**src/rtl/instr_issue_ctrl.sv**
```systemverilog
// Buffers instruction words in a small FIFO, decodes them and issues registered datapath controls.
// Controls appear the cycle after a word is popped; instr_ready drops when the FIFO is full or after HALT.
module instr_issue_ctrl #(
  parameter int FIFO_DEPTH = 4,
  parameter int MEM_LAT    = 2
) (
  input  logic        clock,
  input  logic        reset,
  input  logic        instr_valid,
  output logic        instr_ready,
  input  logic [31:0] instr,
  output logic [4:0]  read_reg_num1,
  output logic [4:0]  read_reg_num2,
  output logic [4:0]  write_reg,
  output logic [2:0]  alu_control,
  output logic [15:0] immediate,
  output logic        imm_ctrl,
  output logic        lw_ctrl,
  output logic        sw_ctrl,
  output logic        write_enable,
  output logic        mode,
  output logic        busy,
  output logic        halted,
  output logic [7:0]  illegal_count
);
  localparam int AW = $clog2(FIFO_DEPTH);
  localparam int RW = (MEM_LAT > 1) ? $clog2(MEM_LAT) : 1;

  typedef enum logic [1:0] {IDLE, ISSUE, MEM, HALT} state_t;

  typedef struct packed {
    logic [4:0]  r1;
    logic [4:0]  r2;
    logic [4:0]  wr;
    logic [2:0]  alu;
    logic [15:0] imm;
    logic        imm_sel;
    logic        lw;
    logic        sw;
  } ctrl_t;

  logic [31:0] fifo_mem [FIFO_DEPTH];
  logic [AW:0] wr_ptr, rd_ptr;
  logic        fifo_empty, fifo_full, push, pop, flush;
  logic [31:0] head;

  state_t      state, state_nxt;
  ctrl_t       ctrl_q, ctrl_nxt, dec;
  logic [RW-1:0] remain, remain_nxt;
  logic        we_nxt, mode_nxt, halted_nxt, ill_inc, issue;
  logic [2:0]  cls;
  logic        is_rw, is_mem, is_lw, is_halt, is_ill;

  assign fifo_empty  = (wr_ptr == rd_ptr);
  assign fifo_full   = (wr_ptr[AW] != rd_ptr[AW]) && (wr_ptr[AW-1:0] == rd_ptr[AW-1:0]);
  assign instr_ready = !fifo_full && !halted;
  assign push        = instr_valid && instr_ready;
  assign head        = fifo_mem[rd_ptr[AW-1:0]];
  assign busy        = !fifo_empty || (state == ISSUE) || (state == MEM);

  assign read_reg_num1 = ctrl_q.r1;
  assign read_reg_num2 = ctrl_q.r2;
  assign write_reg     = ctrl_q.wr;
  assign alu_control   = ctrl_q.alu;
  assign immediate     = ctrl_q.imm;
  assign imm_ctrl      = ctrl_q.imm_sel;
  assign lw_ctrl       = ctrl_q.lw;
  assign sw_ctrl       = ctrl_q.sw;

  assign cls     = head[31:29];
  assign is_rw   = (cls == 3'b000) || (cls == 3'b001);
  assign is_mem  = (cls[2:1] == 2'b01);
  assign is_lw   = (cls == 3'b010);
  assign is_halt = (cls == 3'b111);
  assign is_ill  = (cls[2:1] == 2'b10);

  always_comb begin
    dec = '0;
    case (cls)
      3'b000: begin
        dec.r1  = head[25:21];
        dec.r2  = head[20:16];
        dec.wr  = head[15:11];
        dec.alu = head[2:0];
      end
      3'b001: begin
        dec.imm_sel = 1'b1;
        dec.imm     = head[15:0];
        dec.r2      = head[20:16];
        dec.wr      = head[15:11];
        dec.alu     = head[28:26];
      end
      3'b010, 3'b011: begin
        dec.lw  = (cls == 3'b010);
        dec.sw  = (cls == 3'b011);
        dec.r1  = head[25:21];
        dec.r2  = head[20:16];
        dec.alu = head[28:26];
      end
      default: dec = '0;
    endcase
  end

  always_comb begin
    state_nxt  = state;
    ctrl_nxt   = ctrl_q;
    remain_nxt = remain;
    we_nxt     = 1'b0;
    mode_nxt   = 1'b0;
    halted_nxt = halted;
    issue      = 1'b0;
    pop        = 1'b0;
    flush      = 1'b0;
    ill_inc    = 1'b0;
    case (state)
      IDLE: begin
        ctrl_nxt = '0;
        issue    = !fifo_empty;
      end
      ISSUE, MEM: begin
        if (remain != '0) begin
          // Load/store keeps its controls; LW writes back in its last cycle only.
          state_nxt  = MEM;
          remain_nxt = remain - RW'(1);
          we_nxt     = ctrl_q.lw && (remain == RW'(1));
          mode_nxt   = we_nxt;
        end else if (!fifo_empty) begin
          issue = 1'b1;
        end else begin
          state_nxt = IDLE;
          ctrl_nxt  = '0;
        end
      end
      default: ctrl_nxt = '0;
    endcase

    if (issue) begin
      pop = 1'b1;
      if (is_halt) begin
        state_nxt  = HALT;
        halted_nxt = 1'b1;
        ctrl_nxt   = '0;
        flush      = 1'b1;
      end else begin
        state_nxt  = ISSUE;
        ctrl_nxt   = dec;
        remain_nxt = is_mem ? RW'(MEM_LAT - 1) : '0;
        we_nxt     = is_rw || (is_lw && (MEM_LAT == 1));
        mode_nxt   = we_nxt;
        ill_inc    = is_ill;
      end
    end
  end

  always_ff @(posedge clock or posedge reset) begin
    if (reset) state <= IDLE;
    else       state <= state_nxt;
  end

  always_ff @(posedge clock or posedge reset) begin
    if (reset) begin
      ctrl_q        <= '0;
      remain        <= '0;
      write_enable  <= 1'b0;
      mode          <= 1'b0;
      halted        <= 1'b0;
      illegal_count <= 8'd0;
      wr_ptr        <= '0;
      rd_ptr        <= '0;
    end else begin
      ctrl_q       <= ctrl_nxt;
      remain       <= remain_nxt;
      write_enable <= we_nxt;
      mode         <= mode_nxt;
      halted       <= halted_nxt;
      if (ill_inc && (illegal_count != 8'hFF))
        illegal_count <= illegal_count + 8'd1;
      // A word accepted in the HALT cycle is discarded along with the rest.
      if (flush) begin
        wr_ptr <= '0;
        rd_ptr <= '0;
      end else begin
        if (push) wr_ptr <= wr_ptr + 1'b1;
        if (pop)  rd_ptr <= rd_ptr + 1'b1;
      end
    end
  end

  always_ff @(posedge clock) begin
    if (push) fifo_mem[wr_ptr[AW-1:0]] <= instr;
  end
endmodule

```
**config.mk**
```make
export PLATFORM = sky130hd
export DESIGN_NAME = instr_issue_ctrl
export DESIGN_NICKNAME = d
export VERILOG_FILES = /design/src/rtl/instr_issue_ctrl.sv
export SDC_FILE = /design/constraint.sdc
export NUM_CORES = 1
export LEC_CHECK = 0
export ABC_CLOCK_PERIOD_IN_PS = 3310
export CAP_MARGIN = 20
export CORE_MARGIN = 2
export CORE_UTILIZATION = 45
export DETAILED_ROUTE_END_ITERATION = 12
export PLACE_DENSITY = 0.79
export SETUP_SLACK_MARGIN = 0.1
export SYNTH_ARGS = -nofsm -noshare
export SYNTH_HDL_FRONTEND = slang
export SYNTH_SLANG_ARGS = --single-unit
```
**constraint.sdc**
```tcl
create_clock -name clock -period 3.31 [get_ports clock]
set_input_delay 0.662 -clock clock [delete_from_list [all_inputs] [get_ports clock]]
set_output_delay 0.662 -clock clock [all_outputs]
set_load 0.05 [all_outputs]
```
==> metrics, run 1 <==
flops & latches, synth=184; worst setup skew after layout=0.00950 ns; height of the chip=130 um; top achievable clock speed=0.362 GHz; kind of cell with the highest combined delay on the critical path=simple AND/OR/NAND/NOR gates; endpoint type of the worst setup path=output port; Crit path required time=2.65 ns; Worst Setup Slack, final=0.544 ns; post-synth design cell area=7100 um^2; areal power density over the cells=909 nW/um^2; clock tree from TritonCTS=yes; total placed cells including tap cells=654; number of distinct library cell variants in the gate-level netlist after synthesis=40; most repeated library cell on the critical path=sky130_fd_sc_hd__or3_1; number of nets in the final layout=507; CP peak stage delay=0.51 ns; area used by multi-input combinational logic=1730 um^2; setup total negative slack=0 ns; Worst R2R Path Depth=6; hold path cells=1; Layout fillers=1119; headroom to the max-slew limit=28.6%; maximum vdd ir drop=605 uV; final hold viol count=0; final worst-path cycle share=83.6%; cell types with the largest area share after synthesis=sky130_fd_sc_hd__edfxtp_1, sky130_fd_sc_hd__dfrtp_1, sky130_fd_sc_hd__mux4_2; most frequent standard cell in the layout excluding fill and tap cells=sky130_fd_sc_hd__edfxtp_1; clk slew on worst S/H paths=0.07 ns; floorplan die area=16800 um^2; Clock Tree Root=sky130_fd_sc_hd__clkbuf_16; Min-Delay Endpoint=illegal_count[7]$_DFFE_PP0P_; count of unresolved DRC violations after routing=0; Crit Path Class=register to output port; wire length of the first global-routing pass=21.4 mm; maximum net fanout on the critical path=8; count of endpoints failing setup in the final report=0; number of warnings issued by yosys=0; fraction of synthesized cell area taken by the top area cell type=54.2%; Post-Route WL=13.7 mm; first drt pass iteration count=4; leakage power summed over all cells=3.24 nW; Worst R2R Start=state[1]$_DFFE_PP0P_; Resized Gates After CTS=0; max-cap violations=0; IO Pins=85; CP bufs+invs=1; Starting Density=46.3%; Overall Global Routing Usage=17.4%; number of buffers added by the clock tree synthesis step=17; Post-CTS Setup Repair Bufs=0; post-synthesis area per instance=19.5 um^2; library cell occupying the most area in the post-synthesis netlist=sky130_fd_sc_hd__edfxtp_1; sequential cell area in the final layout=5250 um^2; post-layout min period=2.77 ns; slowest cell on the critical path=sky130_fd_sc_hd__dfrtp_2; class of the worst hold path=register to register; minimum setup slack among reg-to-reg paths=0.81 ns; Net Count, Synth=409; Sinks on Clock Net=184; Remaining Overflow, GRT=0; sequential element share of the synthesized area=73.9%; result of the run=completed; # port buffers=84; list of cells traversed by the critical path=xor2_1, or3_1, or3_1, buf_4; flip-flop count of the largest register after layout=128; largest net degree at the start of global routing=38; data arrival time of the worst path=2.10 ns; post-DR wirelength/cell=20.0 um; placement row count=45; share of layout cells above drive strength 1=19.2%; most used cells in the layout excluding fill and tap cells=sky130_fd_sc_hd__edfxtp_1, sky130_fd_sc_hd__clkdlybuf4s50_1, sky130_fd_sc_hd__dfrtp_1; final-report max-slew violation count=0; H-tree depth=4; hold bufs inserted after CTS=0; gate count after technology mapping=364; post-route insts no fill=686; slew at the pin with the worst max-slew slack=1.06 ns; dpl hpwl=8.86 mm; number of vias after detailed routing=3678; number of antenna-violating nets in the routed design=0; Clock Path Buffers=2; hold path start=illegal_count[7]$_DFFE_PP0P_; Critical R2R Capture=read_reg_num1[0]$_DFFE_PP0P_; RSZ-0062 raised after global routing=no; Detailed Route Iter0 Violations=281; GP Congestion=0.777; horizontal die dimension=130 um; number of global-route vias before repair=3871; detail-routed via count per cell=5.36; pre-CTS worst setup slack=0.763 ns; area inside the core boundary=15300 um^2; final total power=8.05 mW; total inserted antenna cells=0; type of origin of the critical path=register; antenna violations before repair=0; clock network latency to the later pin of the worst-skew pair=0.43 ns; synthesis-to-layout area growth=24.9%
-- cell type report --
class                           count  area share (%)
Tap cell                          211            2.98
Timing Repair Buffer               94            10.8
Clock inverter                     10            1.58
Multi-Input combinational cell    157            19.6
Clock buffer                       22            5.46
Inverter                            8           0.339
Sequential cell                   184            59.2
-- through the flow --
| step | utilization (%) | area (um^2) | hold slack (ns) |
|---|---|---|---|
| global placement | 53.8 | 8240 | 0.464 |
| detailed placement | 53.8 | 8240 | 0.491 |
| floorplan | - | 7100 | 0.526 |
| finish | 57.9 | 8860 | 0.504 |
| CTS | 57.9 | 8860 | 0.506 |
| global route | 57.9 | 8860 | 0.513 |
-- worst max path at each step --
| stage | cells past startpoint | from | to |
|---|---|---|---|
| final | 4 | rd_ptr[0]$_DFFE_PP0P_ | busy |
| after global routing | 4 | rd_ptr[0]$_DFFE_PP0P_ | busy |
| after CTS | 4 | rd_ptr[0]$_DFFE_PP0P_ | busy |
| after detailed placement | 4 | instr_valid | fifo_mem[3][10]$_DFFE_PP_ |
| after global placement | 4 | instr_valid | fifo_mem[3][7]$_DFFE_PP_ |
| after floorplan | 4 | rd_ptr[1]$_DFFE_PP0P_ | fifo_mem[3][0]$_DFFE_PP_ |
-- cell usage after synthesis --
cell type	number
sky130_fd_sc_hd__xor2_1	5
sky130_fd_sc_hd__nand2_1	10
sky130_fd_sc_hd__o21ba_2	1
sky130_fd_sc_hd__mux2i_1	3
sky130_fd_sc_hd__nor3_4	1
sky130_fd_sc_hd__nor2_8	1
sky130_fd_sc_hd__buf_4	4
sky130_fd_sc_hd__xnor2_1	9
sky130_fd_sc_hd__nor2b_1	1
sky130_fd_sc_hd__o2bb2ai_1	4
sky130_fd_sc_hd__and2_1	4
sky130_fd_sc_hd__mux4_2	32
sky130_fd_sc_hd__o21bai_1	1
sky130_fd_sc_hd__ha_1	10
sky130_fd_sc_hd__dfrtp_1	56
sky130_fd_sc_hd__o21ai_0	4
sky130_fd_sc_hd__a21o_1	2
sky130_fd_sc_hd__edfxtp_1	128
sky130_fd_sc_hd__o22ai_1	1
sky130_fd_sc_hd__mux2_2	1
sky130_fd_sc_hd__nand2b_1	2
sky130_fd_sc_hd__nor3_1	2
sky130_fd_sc_hd__nor2_2	1
sky130_fd_sc_hd__buf_2	2
sky130_fd_sc_hd__a22o_1	26
sky130_fd_sc_hd__a41o_1	1
sky130_fd_sc_hd__inv_1	8
sky130_fd_sc_hd__or3_1	3
sky130_fd_sc_hd__nand3_1	3
sky130_fd_sc_hd__nand4_1	5
sky130_fd_sc_hd__o311a_1	1
sky130_fd_sc_hd__buf_6	3
sky130_fd_sc_hd__clkbuf_1	6
sky130_fd_sc_hd__a22o_4	1
sky130_fd_sc_hd__nor4_4	1
sky130_fd_sc_hd__a32o_1	7
sky130_fd_sc_hd__and3_1	2
sky130_fd_sc_hd__a21oi_1	1
sky130_fd_sc_hd__nor2_1	10
sky130_fd_sc_hd__nor3_2	1
-- worst register-to-register path: stages, from the launching register on --
cell	delay, ns
sky130_fd_sc_hd__dfrtp_1	0.40
sky130_fd_sc_hd__inv_1	0.08
sky130_fd_sc_hd__ha_1	0.37
sky130_fd_sc_hd__nor2b_1	0.21
sky130_fd_sc_hd__o21bai_1	0.18
sky130_fd_sc_hd__nor3_2	0.88
sky130_fd_sc_hd__a32o_1	0.31
-- kinds of logic (layout without fill, tap and decap cells) --
logic type | after synthesis | in the layout | synth area share [%]
buf+inv | 23 | 134 | 1.78
mux | 36 | 36 | 10.7
fa+ha+maj | 10 | 10 | 1.76
compound gates | 50 | 50 | 6.12
flops | 184 | 184 | 73.9
simple gates | 47 | 47 | 3.95
xor+xnor | 14 | 14 | 1.73
-- layer usage --
metal  routed length, um  share of wire, %  global-route usage (%)
met4                 165               1.2                    5.31
met1                5910                43                    23.3
met5                   0                 0                       0
met3                 839               6.1                    4.83
met2                6810                50                    28.2
-- report_power, final --
group          internal (mW)  switching (mW)
combinational           1.10            1.83
clock                   1.27           0.839
sequential              2.78           0.221
total                   5.16            2.89
Power figures use the tool's default switching activity.
==> run 2: changes to the inputs <==
--- a/config.mk
+++ b/config.mk
@@ -5,12 +5,12 @@
 export SDC_FILE = /design/constraint.sdc
 export NUM_CORES = 1
 export LEC_CHECK = 0
-export ABC_CLOCK_PERIOD_IN_PS = 3310
+export ABC_CLOCK_PERIOD_IN_PS = 2400
 export CAP_MARGIN = 20
 export CORE_MARGIN = 2
 export CORE_UTILIZATION = 45
 export DETAILED_ROUTE_END_ITERATION = 12
-export PLACE_DENSITY = 0.79
+export PLACE_DENSITY = 0.81
 export SETUP_SLACK_MARGIN = 0.1
 export SYNTH_ARGS = -nofsm -noshare
 export SYNTH_HDL_FRONTEND = slang
==> constraint.sdc (replaced) <==
create_clock -name clock -period 2.4 [get_ports clock]
set_input_delay 0.48 -clock clock [delete_from_list [all_inputs] [get_ports clock]]
set_output_delay 0.48 -clock clock [all_outputs]
set_load 0.05 [all_outputs]
==> metrics, run 2 (synthesis gave the netlist of run 1 again) <==
share of layout cells above drive strength 1=23.5% (was 19.2%); internal cell power=7.10 mW (was 5.16 mW); number of global-route vias before repair=3839 (was 3871); IO Pins=85 (unchanged); switching pwr=4.17 mW (was 2.89 mW); Crit path required time=1.92 ns (was 2.65 ns); Worst Setup Slack, final=-0.0239 ns (was 0.544 ns); pre-CTS worst setup slack=0.156 ns (was 0.763 ns); post-route worst hold slack=0.458 ns (was 0.504 ns); largest net degree at the start of global routing=38 (unchanged); total inserted antenna cells=0 (unchanged); clk slew on worst S/H paths=0.07 ns (about the same); final-report max-slew violation count=0 (unchanged); areal power density over the cells=1250 nW/um^2 (was 909 nW/um^2); height of the chip=130 um (unchanged); Starting Density=46.3% (unchanged); sequential cell area in the final layout=5250 um^2 (about the same); Worst R2R Path Depth=7 (was 6); Sequential Power Share=36.7% (was 37.3%); Detailed Route Iter0 Violations=373 (was 281); detail-routed via count per cell=5.39 (was 5.36); most frequent standard cell in the layout excluding fill and tap cells=sky130_fd_sc_hd__edfxtp_1 (unchanged); result of the run=complete, but fails checks (was completed); number of vias after detailed routing=3781 (was 3678); clock tree from TritonCTS=yes (unchanged); number of buffers added by the clock tree synthesis step=17 (unchanged); Remaining Overflow, GRT=0 (unchanged); maximum vdd ir drop=631 uV (was 605 uV); post-layout min period=2.42 ns; data arrival time of the worst path=1.94 ns (was 2.10 ns); total placed cells including tap cells=661 (was 654); placement row count=45 (unchanged); headroom to the max-slew limit=60.5% (was 28.6%); # port buffers=84 (unchanged); minimum setup slack among reg-to-reg paths=0.18 ns (was 0.81 ns); Critical Path End=busy (unchanged); Sinks on Clock Net=184 (unchanged); horizontal die dimension=130 um (unchanged); clock network latency to the later pin of the worst-skew pair=0.44 ns (was 0.43 ns); Overall Global Routing Usage=17.8% (was 17.4%); Critical R2R Capture=illegal_count[1]$_DFFE_PP0P_ (was read_reg_num1[0]$_DFFE_PP0P_); number of antenna-violating nets in the routed design=0 (unchanged); Layout fillers=1128 (was 1119); max-cap violations=0 (unchanged); synthesis-to-layout area growth=27.2% (was 24.9%); GP Congestion=0.824 (was 0.777); Clock Tree Root=sky130_fd_sc_hd__clkbuf_16 (unchanged); wire length of the first global-routing pass=21.7 mm (was 21.4 mm); share of total power in the clock network=23.6% (was 26.2%); switching share of total power=37.0% (was 35.9%); final hold viol count=0 (unchanged); leakage power summed over all cells=3.31 nW (was 3.24 nW); final total power=11.3 mW (was 8.05 mW); type of origin of the critical path=register (unchanged); post-route insts no fill=701 (was 686); RSZ-0062 raised after global routing=yes (was no); slew at the pin with the worst max-slew slack=0.592 ns (was 1.06 ns); number of nets in the final layout=522 (was 507); most used cells in the layout excluding fill and tap cells=sky130_fd_sc_hd__edfxtp_1, sky130_fd_sc_hd__clkdlybuf4s50_1, sky130_fd_sc_hd__dfrtp_1 (unchanged); first drt pass iteration count=4 (unchanged); violations in the final reports=negative setup slack; Clock Path Buffers=2 (unchanged); dpl hpwl=9.24 mm (was 8.86 mm); Crit Path Class=register to output port (unchanged); endpoint type of the worst setup path=output port (unchanged); worst setup skew after layout=0.0176 ns (was 0.00950 ns); count of unresolved DRC violations after routing=0 (unchanged); count of endpoints failing setup in the final report=1 (was 0); Post-Route WL=14.2 mm (was 13.7 mm); floorplan die area=16800 um^2 (unchanged); antenna violations before repair=0 (unchanged); final worst-path cycle share=101%; Worst R2R Start=state[1]$_DFFE_PP0P_ (unchanged); area inside the core boundary=15300 um^2 (unchanged); post-DR wirelength/cell=20.2 um (was 20.0 um); area used by multi-input combinational logic=1770 um^2 (was 1730 um^2); H-tree depth=4 (unchanged); origin of the worst setup path=wr_ptr[1]$_DFFE_PP0P_ (was rd_ptr[0]$_DFFE_PP0P_); class of the worst hold path=input pin to async pin (was register to register); setup total negative slack=-0.0239 ns (was 0 ns); maximum net fanout on the critical path=4 (was 8); combinational group share of total power=39.7% (was 36.4%); top achievable clock speed=0.413 GHz; flip-flop count of the largest register after layout=128 (unchanged)
==> run 2: worst min-delay path by stage <==
stage	from	to	slack [ns]	cells after the start
6_report	reset	read_reg_num1[2]$_DFFE_PP0P_	0.46	2
5_1_grt	reset	write_reg[1]$_DFFE_PP0P_	0.50	2
4_1_cts	reset	immediate[1]$_DFFE_PP0P_	0.48	2
3_5_place_dp	read_reg_num2[3]$_DFFE_PP0P_	read_reg_num2[3]$_DFFE_PP0P_	0.49	1
3_3_place_gp	read_reg_num2[1]$_DFFE_PP0P_	read_reg_num2[1]$_DFFE_PP0P_	0.49	1
2_1_floorplan	state[1]$_DFFE_PP0P_	state[1]$_DFFE_PP0P_	0.53	1
==> run 2: power groups by stage <==
stage / Sequential [mW] / Combinational, mW / Clock, mW
floorplan: 4.84 / 2.30 / 0
global placement: 4.19 / 4.16 / 0
detailed placement: 4.21 / 4.26 / 0
CTS: 4.12 / 4.40 / 2.70
global route: 4.18 / 4.77 / 2.84
finish: 4.14 / 4.47 / 2.66
==> run 2: stage by stage <==
| step | utilization, % | cell area, um^2 |
|---|---|---|
| floorplan | - | 7100 |
| global placement | 54.5 | 8340 |
| detailed placement | 54.5 | 8340 |
| CTS | 58.5 | 8950 |
| global route | 58.9 | 9030 |
| finish | 58.9 | 9030 |
==> run 2: what timing repair did <==
| action | 4_1_cts | 5_1_grt |
|---|---|---|
| setup endpoints to repair | 1 | 39 |
| buffers inserted | 5 | 3 |
| gates cloned | 0 | 0 |
| hold buffers | 0 | 0 |
| gates resized for setup | 3 | 8 |
| pin swaps | 1 | 4 |
==> run 2: cell type report <==
type,instances,area share [%]
clock buffers,17,4.71
clock inverters,15,1.55
inverters,8,0.333
multi-input cells,157,19.6
flip-flops and latches,184,58.2
well taps,211,2.92
repair buffers,109,12.7
==> run 2: critical path: stages (launching register included) <==
cell                      delay (ns)
sky130_fd_sc_hd__dfrtp_2        0.45
sky130_fd_sc_hd__xor2_4         0.20
sky130_fd_sc_hd__or3_4          0.37
sky130_fd_sc_hd__or3_4          0.34
sky130_fd_sc_hd__buf_8          0.16
==> run 2: per-layer routing <==
metal	wire (um)	up-vias	GRT usage, %
li1	-	1685	-
met2	6940	142	28.0
met4	227	0	6.14
met1	6140	1939	24.1
met5	0	-	0
met3	857	15	5.33
==> run 3: changes to the inputs <==
--- a/config.mk
+++ b/config.mk
@@ -12,6 +12,8 @@
 export DETAILED_ROUTE_END_ITERATION = 12
 export PLACE_DENSITY = 0.81
 export SETUP_SLACK_MARGIN = 0.1
+export SKIP_CTS_REPAIR_TIMING = 1
 export SYNTH_ARGS = -nofsm -noshare
 export SYNTH_HDL_FRONTEND = slang
 export SYNTH_SLANG_ARGS = --single-unit
+export TNS_END_PERCENT = 50
==> metrics, run 3 (synthesis gave the netlist of run 1 again) <==
data arrival time of the worst path=1.98 ns (was 1.94 ns); result of the run=complete, but fails checks (unchanged); Worst R2R Path Depth=9 (was 7); final hold viol count=0 (unchanged); Crit Path Class=register to output port (unchanged); post-DR wirelength/cell=19.9 um (was 20.2 um); post-detailed-placement cell area=8310 um^2 (was 8340 um^2); Detailed Route Iter0 Violations=214 (was 373); antenna violations before repair=1 (was 0); most used cells in the layout excluding fill and tap cells=sky130_fd_sc_hd__edfxtp_1, sky130_fd_sc_hd__clkdlybuf4s50_1, sky130_fd_sc_hd__dfrtp_1 (unchanged); headroom to the max-slew limit=60.3% (was 60.5%); pre-CTS worst setup slack=0.125 ns (was 0.156 ns); Starting Density=46.3% (unchanged); leakage power summed over all cells=3.27 nW (was 3.31 nW); area inside the core boundary=15300 um^2 (unchanged); setup total negative slack=-0.0563 ns (was -0.0239 ns); number of nets in the final layout=518 (was 522); GP Congestion=0.864 (was 0.824); total inserted antenna cells=0 (unchanged); Overall Global Routing Usage=17.3% (was 17.8%); Final Cell Area=8960 um^2 (was 9030 um^2); worst setup skew after layout=0.00979 ns (was 0.0176 ns); Clock Path Buffers=2 (unchanged); post-route worst hold slack=0.466 ns (was 0.458 ns); Layout fillers=1128 (unchanged); synthesis-to-layout area growth=26.3% (was 27.2%); sequential cell area in the final layout=5250 um^2 (about the same); # port buffers=84 (unchanged); most frequent standard cell in the layout excluding fill and tap cells=sky130_fd_sc_hd__edfxtp_1 (unchanged); number of vias after detailed routing=3774 (was 3781); IO Pins=85 (unchanged); final-report max-slew violation count=0 (unchanged); Clock Tree Root=sky130_fd_sc_hd__clkbuf_16 (unchanged); clk slew on worst S/H paths=0.06 ns (was 0.07 ns); count of unresolved DRC violations after routing=0 (unchanged); floorplan die area=16800 um^2 (unchanged); number of buffers added by the clock tree synthesis step=17 (unchanged); placement row count=45 (unchanged); area used by multi-input combinational logic=1790 um^2 (was 1770 um^2); areal power density over the cells=1250 nW/um^2 (about the same); horizontal die dimension=130 um (unchanged); Sinks on Clock Net=184 (unchanged); type of origin of the critical path=register (unchanged); dpl hpwl=8.72 mm (was 9.24 mm); class of the worst hold path=input pin to async pin (unchanged); final worst-path cycle share=102% (was 101%); Post-Route WL=13.9 mm (was 14.2 mm); post-layout min period=2.46 ns (was 2.42 ns); Crit path required time=1.92 ns (about the same); top achievable clock speed=0.407 GHz (was 0.413 GHz); first drt pass iteration count=4 (unchanged); slew at the pin with the worst max-slew slack=0.595 ns (was 0.592 ns); Worst Setup Slack, final=-0.0563 ns (was -0.0239 ns); height of the chip=130 um (unchanged); max-cap violations=0 (unchanged); largest net degree at the start of global routing=33 (was 38); number of global-route vias before repair=3806 (was 3839); RSZ-0062 raised after global routing=yes (unchanged); maximum vdd ir drop=757 uV (was 631 uV); number of antenna-violating nets in the routed design=0 (unchanged); fin util=58.5% (was 58.9%); share of layout cells above drive strength 1=21.2% (was 23.5%); clock network latency to the later pin of the worst-skew pair=0.43 ns (was 0.44 ns); H-tree depth=4 (unchanged); flip-flop count of the largest register after layout=128 (unchanged); endpoint type of the worst setup path=output port (unchanged); wire length of the first global-routing pass=21.0 mm (was 21.7 mm); detail-routed via count per cell=5.41 (was 5.39); violations in the final reports=negative setup slack (unchanged); clock tree from TritonCTS=yes (unchanged); count of endpoints failing setup in the final report=1 (unchanged); maximum net fanout on the critical path=4 (unchanged); Remaining Overflow, GRT=0 (unchanged)
run 3: changes by cell type in the layout (fill, tap and decap cells not counted), moves of 2 or more:
cell                       previous run  this run
sky130_fd_sc_hd__clkinv_1             0         2
sky130_fd_sc_hd__buf_4               17        15
sky130_fd_sc_hd__nor2_4               0         2
sky130_fd_sc_hd__nor2_2               2         0
sky130_fd_sc_hd__inv_6                7         1
sky130_fd_sc_hd__buf_12               9         6
sky130_fd_sc_hd__clkbuf_1             0         4
sky130_fd_sc_hd__clkinv_4             3         0
sky130_fd_sc_hd__clkbuf_8             0         2
run 3: stage by stage:
step | power, mW | std cells
floorplan | 7.14 | 364
global placement | 8.29 | 660
detailed placement | 8.40 | 660
CTS | 11.1 | 692
global route | 11.7 | 697
finish | 11.2 | 697
run 3: layer usage:
layer	wire length (um)	share of wire, %	global-route usage, %
met5	10	0.072	0
met4	199	1.4	6.51
met3	733	5.3	4.50
met2	6960	50	27.6
met1	5960	43	23.0
run 3: path summary, 6_finish.rpt:
| path | from | end | slack (ns) |
|---|---|---|---|
| worst max register to register | state[1]$_DFFE_PP0P_ | illegal_count[6]$_DFFE_PP0P_ | 0.22 |
| worst max-delay path | rd_ptr[1]$_DFFE_PP0P_ | busy | -0.06 |
| worst min-delay path | reset | remain$_DFF_PP0_ | 0.47 |
| worst min register to register | immediate[14]$_DFFE_PP0P_ | immediate[14]$_DFFE_PP0P_ | 0.51 |
| max in group asynchronous | reset | illegal_count[1]$_DFFE_PP0P_ | 1.38 |
| min in group clock | immediate[14]$_DFFE_PP0P_ | immediate[14]$_DFFE_PP0P_ | 0.51 |
run 3: critical path, cell delays in order, from the launching register on:
cell                      delay [ns]
sky130_fd_sc_hd__dfrtp_2        0.43
sky130_fd_sc_hd__xor2_2         0.20
sky130_fd_sc_hd__or3_4          0.42
sky130_fd_sc_hd__or3_4          0.34
sky130_fd_sc_hd__buf_6          0.16
run 3: layout make-up:
class | count | area share, %
inverter | 8 | 0.335
timing repair buffer | 104 | 11.9
clock buffer | 23 | 5.22
sequential | 184 | 58.6
tap | 211 | 2.95
multi-input combinational | 158 | 19.9
clock inverter | 9 | 1.10
run 3: report_power, final:
part           total, mW  leakage, nW  switching (mW)  internal, mW
Combinational       4.35         1.10            2.62          1.74
Sequential          4.14         1.90           0.303          3.84
Clock               2.67        0.276            1.09          1.58
